$ cat config.mk
export PLATFORM = sky130hd
export DESIGN_NAME = vt52_escape_handler
export DESIGN_NICKNAME = d
export VERILOG_FILES = /design/src/rtl/vt52_escape_handler.sv
export SDC_FILE = /design/constraint.sdc
export NUM_CORES = 1
export LEC_CHECK = 0
export ABC_AREA = 1
export BUFFER_PORTS_ARGS = -buffer_cell sky130_fd_sc_hd__buf_4
export CORE_ASPECT_RATIO = 1.25
export CORE_UTILIZATION = 60
export DETAILED_ROUTE_END_ITERATION = 16
export PLACE_DENSITY = 0.82
export SLEW_MARGIN = 20
export SYNTH_ARGS = -nofsm -noshare
export SYNTH_HDL_FRONTEND = slang
export SYNTH_SLANG_ARGS = --single-unit
$ cat constraint.sdc
create_clock -name clk -period 3 [get_ports clk]
set_input_delay 0.3 -clock clk [delete_from_list [all_inputs] [get_ports clk]]
set_output_delay 0.3 -clock clk [all_outputs]
set_load 0.01 [all_outputs]
$ cat src/rtl/vt52_escape_handler.sv
// VT52 command interpreter: turns a received byte stream into character-buffer
// writes, cursor updates and scroll requests, including the erase sequences.
module vt52_escape_handler #(
   parameter int COLS     = 64,
   parameter int ROWS     = 16,
   parameter int COL_BITS = 6,
   parameter int ROW_BITS = 4
) (
   input  logic                clk,
   input  logic                clr,
   input  logic [7:0]          data,
   input  logic                valid,
   output logic                ready,
   output logic [7:0]          new_char,
   output logic [COL_BITS-1:0] new_char_x,
   output logic [ROW_BITS-1:0] new_char_y,
   output logic                new_char_wen,
   output logic [COL_BITS-1:0] new_cursor_x,
   output logic [ROW_BITS-1:0] new_cursor_y,
   output logic                new_cursor_wen,
   output logic                scroll
);

   typedef enum logic [2:0] {
      NORMAL,
      ESC,
      Y_ROW,
      Y_COL,
      CLEAR
   } state_t;

   localparam logic [COL_BITS-1:0] X_MAX = COL_BITS'(COLS - 1);
   localparam logic [ROW_BITS-1:0] Y_MAX = ROW_BITS'(ROWS - 1);
   localparam logic [8:0]          COLS9 = 9'(COLS);
   localparam logic [8:0]          ROWS9 = 9'(ROWS);

   state_t              state_reg;
   logic [COL_BITS-1:0] cur_x_reg;
   logic [ROW_BITS-1:0] cur_y_reg;
   logic [ROW_BITS-1:0] row_hold_reg;
   logic [COL_BITS-1:0] clear_x_reg;
   logic [ROW_BITS-1:0] clear_y_reg;
   logic [ROW_BITS-1:0] end_y_reg;
   logic [7:0]          char_reg;
   logic [COL_BITS-1:0] char_x_reg;
   logic [ROW_BITS-1:0] char_y_reg;
   logic                char_wen_reg;
   logic                cursor_wen_reg;
   logic                scroll_reg;

   logic                accept;
   logic [COL_BITS-1:0] clear_x_next;
   logic [ROW_BITS-1:0] clear_y_next;
   logic                clear_last;
   logic [7:0]          coord_off;
   logic [ROW_BITS-1:0] y_row_val;
   logic [COL_BITS-1:0] y_col_val;

   assign ready  = (state_reg != CLEAR) && !clr;
   assign accept = valid && ready;

   // Erase walks row-major; the end column is always the last column.
   always_comb begin
      clear_x_next = clear_x_reg + COL_BITS'(1);
      clear_y_next = clear_y_reg;
      if (clear_x_reg == X_MAX) begin
         clear_x_next = '0;
         clear_y_next = clear_y_reg + ROW_BITS'(1);
      end
   end

   assign clear_last = (clear_x_reg == X_MAX) && (clear_y_reg == end_y_reg);

   // Direct-cursor-address coordinates: subtract the 0x20 bias in 8 bits, then clamp.
   always_comb begin
      coord_off = data - 8'h20;
      y_row_val = '0;
      y_col_val = '0;
      if (data >= 8'h20) begin
         if ({1'b0, coord_off} >= ROWS9)
            y_row_val = Y_MAX;
         else
            y_row_val = coord_off[ROW_BITS-1:0];
         if ({1'b0, coord_off} >= COLS9)
            y_col_val = X_MAX;
         else
            y_col_val = coord_off[COL_BITS-1:0];
      end
   end

   always_ff @(posedge clk) begin
      if (clr) begin
         state_reg      <= NORMAL;
         cur_x_reg      <= '0;
         cur_y_reg      <= '0;
         row_hold_reg   <= '0;
         clear_x_reg    <= '0;
         clear_y_reg    <= '0;
         end_y_reg      <= '0;
         char_reg       <= '0;
         char_x_reg     <= '0;
         char_y_reg     <= '0;
         char_wen_reg   <= 1'b0;
         cursor_wen_reg <= 1'b0;
         scroll_reg     <= 1'b0;
      end else begin
         char_wen_reg   <= 1'b0;
         cursor_wen_reg <= 1'b0;
         scroll_reg     <= 1'b0;
         case (state_reg)
            NORMAL: begin
               if (accept) begin
                  if (data >= 8'h20 && data <= 8'h7E) begin
                     char_reg       <= data;
                     char_x_reg     <= cur_x_reg;
                     char_y_reg     <= cur_y_reg;
                     char_wen_reg   <= 1'b1;
                     cursor_wen_reg <= 1'b1;
                     if (cur_x_reg != X_MAX)
                        cur_x_reg <= cur_x_reg + COL_BITS'(1);
                  end else begin
                     case (data)
                        8'h0D: begin
                           cur_x_reg      <= '0;
                           cursor_wen_reg <= 1'b1;
                        end
                        8'h0A: begin
                           cursor_wen_reg <= 1'b1;
                           if (cur_y_reg == Y_MAX)
                              scroll_reg <= 1'b1;
                           else
                              cur_y_reg <= cur_y_reg + ROW_BITS'(1);
                        end
                        8'h08: begin
                           cursor_wen_reg <= 1'b1;
                           if (cur_x_reg != '0)
                              cur_x_reg <= cur_x_reg - COL_BITS'(1);
                        end
                        8'h1B:   state_reg <= ESC;
                        default: state_reg <= NORMAL;
                     endcase
                  end
               end
            end

            ESC: begin
               if (accept) begin
                  state_reg <= NORMAL;
                  case (data)
                     8'h41: begin
                        cursor_wen_reg <= 1'b1;
                        if (cur_y_reg != '0)
                           cur_y_reg <= cur_y_reg - ROW_BITS'(1);
                     end
                     8'h42: begin
                        cursor_wen_reg <= 1'b1;
                        if (cur_y_reg != Y_MAX)
                           cur_y_reg <= cur_y_reg + ROW_BITS'(1);
                     end
                     8'h43: begin
                        cursor_wen_reg <= 1'b1;
                        if (cur_x_reg != X_MAX)
                           cur_x_reg <= cur_x_reg + COL_BITS'(1);
                     end
                     8'h44: begin
                        cursor_wen_reg <= 1'b1;
                        if (cur_x_reg != '0)
                           cur_x_reg <= cur_x_reg - COL_BITS'(1);
                     end
                     8'h48: begin
                        cursor_wen_reg <= 1'b1;
                        cur_x_reg      <= '0;
                        cur_y_reg      <= '0;
                     end
                     8'h59: state_reg <= Y_ROW;
                     8'h4B, 8'h4A: begin
                        // The first blank is written on the accepting edge itself.
                        state_reg    <= CLEAR;
                        clear_x_reg  <= cur_x_reg;
                        clear_y_reg  <= cur_y_reg;
                        end_y_reg    <= (data == 8'h4B) ? cur_y_reg : Y_MAX;
                        char_reg     <= 8'h20;
                        char_x_reg   <= cur_x_reg;
                        char_y_reg   <= cur_y_reg;
                        char_wen_reg <= 1'b1;
                     end
                     default: state_reg <= NORMAL;
                  endcase
               end
            end

            Y_ROW: begin
               if (accept) begin
                  row_hold_reg <= y_row_val;
                  state_reg    <= Y_COL;
               end
            end

            Y_COL: begin
               if (accept) begin
                  cur_x_reg      <= y_col_val;
                  cur_y_reg      <= row_hold_reg;
                  cursor_wen_reg <= 1'b1;
                  state_reg      <= NORMAL;
               end
            end

            CLEAR: begin
               if (clear_last) begin
                  state_reg <= NORMAL;
               end else begin
                  clear_x_reg  <= clear_x_next;
                  clear_y_reg  <= clear_y_next;
                  char_reg     <= 8'h20;
                  char_x_reg   <= clear_x_next;
                  char_y_reg   <= clear_y_next;
                  char_wen_reg <= 1'b1;
               end
            end

            default: state_reg <= NORMAL;
         endcase
      end
   end

   assign new_char       = char_reg;
   assign new_char_x     = char_x_reg;
   assign new_char_y     = char_y_reg;
   assign new_char_wen   = char_wen_reg;
   assign new_cursor_x   = cur_x_reg;
   assign new_cursor_y   = cur_y_reg;
   assign new_cursor_wen = cursor_wen_reg;
   assign scroll         = scroll_reg;

endmodule

# == Word level (Yosys, flattened, before mapping) ==
# Index checks and enable logic that the tools add are counted.
# classes
add_sub_neg,7
magnitude_cmp,4
eq_ne,39
muxes,69
bitwise,3
reduce_logical,22
# ops
op,n
two-way mux 6 bit,14
two-way mux 4 bit,17
equality test 8 x 7 -> 1 bit (second input constant),8
case mux 6 bit (3 select lines),3
two-way mux 8 bit,5
case mux 4 bit (3 select lines),3
equality test 8 x 4 -> 1 bit (second input constant),3
case mux 6 bit (2 select lines),2
case mux 8 bit (3 select lines),1
inequality test 2 bit (second input constant),10
two-way mux 3 bit,6
case mux 3 bit (5 select lines),1
adder 6 x 1 -> 6 bit (second input constant),2
two-way mux 1 bit,12
case mux 3 bit (2 select lines),2
AND reduction 6 bit,2
AND reduction 10 bit,1
OR reduction 5 bit,2
inequality test 3 bit (second input constant),3
adder 4 x 1 -> 4 bit (second input constant),2
equality test 8 x 5 -> 1 bit (second input constant),1
>= comparator 8 x 5 -> 1 bit (second input constant),1
>= comparator 8 x 6 -> 1 bit (second input constant),1
>= comparator 8 x 7 -> 1 bit (second input constant),1
31 further kinds,41
# word_totals
ff_bits,52
inputBits,11
out_inout_bits,32
elab_cells,157

# == Logic depth before layout (Yosys ltp) ==
# logic_depth
depth_word,6
mapped_depth,13
depth_no_buf,13

# == Least setup slack after synthesis ==
# No wires, ideal clock.
# synth_path
path_type,reg2reg
from,register clear_x_reg[0]
to,"register char_y_reg[1], in the netlist new_char_y[1]"
setup_ps,116
arrival_time_ps,1602
t_required_ps,2884
setup_slack_ps,1282
stages_incl_launch_ff,12
path_buffers,1
period_less_slack_ps,1718
path_cell_list,dfxtp_1 -> ha_1 -> nand3_2 -> nor2_2 -> nand2_2 -> nor3_4 -> nor2_1 -> clkinv_1 -> nand2_4 -> buf_6 -> o21ai_0 -> nor2_1
# synth_via
elab_chain_cells,4
word_cells_on_any_way,7
classes_between,eq/ne: 2; mux: 3; reduce/logical: 2
# synth_lines
item,line_no,text
from (decl),41,logic [COL_BITS-1:0] clear_x_reg;
from (signal assigned),179,clear_x_reg <= cur_x_reg;
from (signal assigned),212,clear_x_reg <= clear_x_next;
equality test 6 bit *,"66, 72",
two-way mux 4 bit / logical AND 1 bit (equally long branches),"66, 72",
two-way mux 4 bit / inequality test 2 bit (equally long branches),n/a,
case mux 4 bit (3 select lines) / AND reduction 6 bit (equally long branches),n/a,
to (signal assigned),116,char_y_reg <= cur_y_reg;
to (signal assigned),184,char_y_reg <= cur_y_reg;
to (signal assigned),216,char_y_reg <= clear_y_next;
to (decl),46,logic [ROW_BITS-1:0] char_y_reg;
# Mark *: on every way between the ends. The rest lies on a longest branch, timed or not. The select of a mux whose other input is x is not followed.
# A chain may end at the register's enable or synchronous reset.

# == Final worst setup path ==
# layout_path
from,register clear_x_reg[0]
to,"register char_reg[0], in the netlist new_char[0]"
# layout_via
elab_chain_cells,4
# layout_lines
item,line_no,text
equality test 6 bit,72,assign clear_last = (clear_x_reg == X_MAX) && (clear_y_reg == end_y_reg);
logical AND 1 bit,72,
inequality test 2 bit (no source line),n/a,
AND reduction 6 bit (no source line),n/a,
to (signal assigned),114,char_reg <= data;
to (decl),44,logic [7:0] char_reg;
# No other way between the ends.

==> impl_metrics.csv <==
group,metric,value,unit
sta,relSlewSlack,59.8,%
layout,area_delta_synth_final,11.5,%
yosys,synth_top_family_by_area,"simple AND/OR/NAND/NOR gates",
floorplan,die_h,90.0,um
power,pwr-share-seq,52.0,%
route,drcViolationCount,0,
layout,antennaDiodeCount,0,
sta,tightestPinTransition,0.600,ns
yosys,synth-seq-cells,52,
setup_path,endpoint_kind,"register",
global_route,grt_pass1_vias,3662,
power,p_sw,0.000355,W
yosys,synth_compound_area_share,13.4,%
place,portBuffers,42,
place,dp_hpwl,7.87,mm
sta,fin_crit_sh,69.7,%
floorplan,die-area,0.00652,mm^2
hold_path,min_path_type,"in2reg",
yosys,netlist_instances,603,
sta,finalSetupTns,0,ns
yosys,netlist-cell-type-count,40,
outcome,status,"completed",
layout,multi_input_area,0.00232,mm^2
yosys,postSynthAreaPerCell,6.17,um^2
global_route,antenna_found_initial,0,
power,switching_share,26.1,%
setup_path,cp_max_fo,19,
sta,fmax,478,MHz
sta,setup_viol_count_final,0,
layout,seqCellArea,0.00104,mm^2
flow_run,max-cap-violations,0,
power,leakage,1.96,nW
yosys,synthesis.area,0.00372,mm^2
global_route,gr-usage-all-layers,33.0,%
layout,n_fill_cell,556,
yosys,synthAdderAreaFrac,3.70,%
setup_path,crit_family,"simple AND/OR/NAND/NOR gates",
clock_network,cts_tree,"yes",
setup_path,slowest_stage,"dfxtp_1",
power,combPwrFrac,11.0,%
clock_network,cts_hold_buffers,0,
sta,fin_worst_skew,0.00885,ns
floorplan,ioPinCount,43,
layout,largest_reg_flops,8,
clock_network,cts_made_buffers,5,
route,vias_per_cell,5.55,
power,ir_drop,0.291,mV
global_route,grt_max_degree,29,
yosys,yosysSeqAreaShare,28.0,%
yosys,synth_mux_area_share,0,%
floorplan,start_util,63.1,%
clock_network,path_clk_slew,0.10,ns
yosys,synth-simple-area-share,41.8,%
sta,period_needed,2.09,ns
place,place_congestion,0.963,
sta,drv_slew,0,
route,vias,3987,
setup_path,required,3.24,ns
sta,hold_violations,0,
clock_network,post_cts_buffers,0,
clock_network,ctsLongestPathBuffers,2,
sta,rsz0062_at_grt,"no",
setup_path,critical_path.cell_chain,"ha_1 > nand3_2 > nor2_2 > nand2_2 > nor3_4 > nor2_1 > clkinv_1 > nand2_4 > inv_6 > nand2_1 > a21oi_1",
floorplan,core,0.00590,mm^2
yosys,synth-warning-count,0,
setup_path,path_class,"reg2reg",
clock_network,cts_sinks,52,
sta,whs,0.369,ns
power,power.total,0.00136,W
floorplan,die_x,72.4,um
route,drt_iter0_drc,251,
clock_network,cts-root-buf,"clkbuf_8",
route,drt_pass1_iterations,5,
yosys,synth_nets,625,
layout,final_area,0.00415,mm^2
layout,finalNetCount,658,
setup_path,worst_setup_path_start_kind,"register",
global_route,gr-total-overflow,0,
layout,drive_gt1_share,14.1,%
setup_path,arrival,2.33,ns
clock_network,h-tree-depth,2,
setup_path,crit_path_max_incr_delay,0.42,ns
place,place_area,0.00404,mm^2
layout,post-route-util,70.4,%
power,powerDensity,327,mW/mm^2
clock_network,post_cts_resized,0,
yosys,synthXorXnorAreaFrac,3.53,%
route,routed_wl,10.2,mm
floorplan,fp-row-count,31,
setup_path,critPathBufInv,2,
clock_network,clk_latency,0.31,ns
route,final_antenna_net_count,0,
global_route,grt_pass1_wl,16.9,mm
power,p_int,0.00100,W
route,wl_per_cell,14.2,um
power,pwr-share-clk,37.0,%
[cells in the mapped netlist (all sizes together)]
master | count | area (um^2)
nand2 | 187 | 751
nor2 | 106 | 440
inv | 64 | 250
dfxtp | 52 | 1040
o21ai | 44 | 224
nand3 | 39 | 205
a21oi | 31 | 178
nor3 | 16 | 96.4
ha | 11 | 138
buf | 9 | 76.3
xor2 | 9 | 78.8
nand4 | 8 | 50.1
clkbuf | 7 | 26.3
xnor2 | 6 | 52.6
o211ai | 5 | 51.3
o2111ai | 2 | 17.5
o22ai | 2 | 12.5
and3 | 1 | 6.26
clkinv | 1 | 3.75
nand3b | 1 | 7.51
o21bai | 1 | 7.51
o31ai | 1 | 7.51
[layer usage]
layer / track usage (%) / wire length [um] / vias to the layer above
met4: 18.8 / 533 / 0
met3: 4.04 / 585 / 44
met2: 54.6 / 4850 / 159
li1: - / - / 2002
met5: 0 / 0 / -
met1: 40.4 / 4270 / 1782
[power groups by stage]
stage	Clock (W)	Combinational (W)	Sequential (W)
detailed placement	0	0.000147	0.000723
CTS	0.000509	0.000148	0.000707
finish	0.000502	0.000149	0.000707
global placement	0	0.000144	0.000722
global route	0.000534	0.000164	0.000708
floorplan	0	0.0000870	0.000727
[cells by family after synthesis]
| logic type | count (synthesis) |
|---|---|
| AO/OA/AOI/OAI | 86 |
| XOR/XNOR | 15 |
| adder cells (fa/ha/maj) | 11 |
| buffers and inverters | 81 |
| flip-flops | 52 |
| AND/OR/NAND/NOR | 358 |
[layout make-up]
class | instances | area share [%]
clock buffers | 6 | 1.75
clock inverters | 2 | 0.935
inverters | 65 | 6.12
multi-input cells | 470 | 56.0
flip-flops and latches | 52 | 25.1
well taps | 82 | 2.47
repair buffers | 42 | 7.60
[layout by cell type (no fill, tap or decap), types with 2 or more instances in the layout]
cell type / instances
nand2_2: 7
o22ai_1: 2
ha_1: 11
nand3_2: 2
buf_4: 42
nor3_1: 14
nand2_1: 177
nand4_1: 8
nor2_2: 8
nand2_4: 2
nand3_1: 37
clkbuf_8: 5
xor2_1: 9
a21oi_1: 27
o21ai_0: 43
inv_1: 54
o2111ai_1: 2
dfxtp_1: 52
inv_2: 7
nor2_4: 3
o211ai_1: 4
xnor2_1: 6
a21oi_2: 3
nor2_1: 95
inv_6: 2
inv_4: 2
[through the flow]
step                      setup slack (ns)  instances
after CTS                            0.909        719
after global placement               0.925        711
after detailed placement             0.902        711
final                                0.909        719
after global routing                 0.764        719
after floorplan                       1.28        603
[worst paths after layout]
check	cells past startpoint	slack, ns	start	to
hold reg to reg	2	0.45	new_char[7]$_SDFFE_PP0P_	new_char[7]$_SDFFE_PP0P_
hold / removal	2	0.37	clr	new_char[7]$_SDFFE_PP0P_
setup / recovery	11	0.91	clear_x_reg[0]$_SDFFE_PP0P_	new_char[0]$_SDFFE_PP0P_
setup reg to reg	11	0.91	clear_x_reg[0]$_SDFFE_PP0P_	new_char[0]$_SDFFE_PP0P_
(Power assumes the default switching activity.)
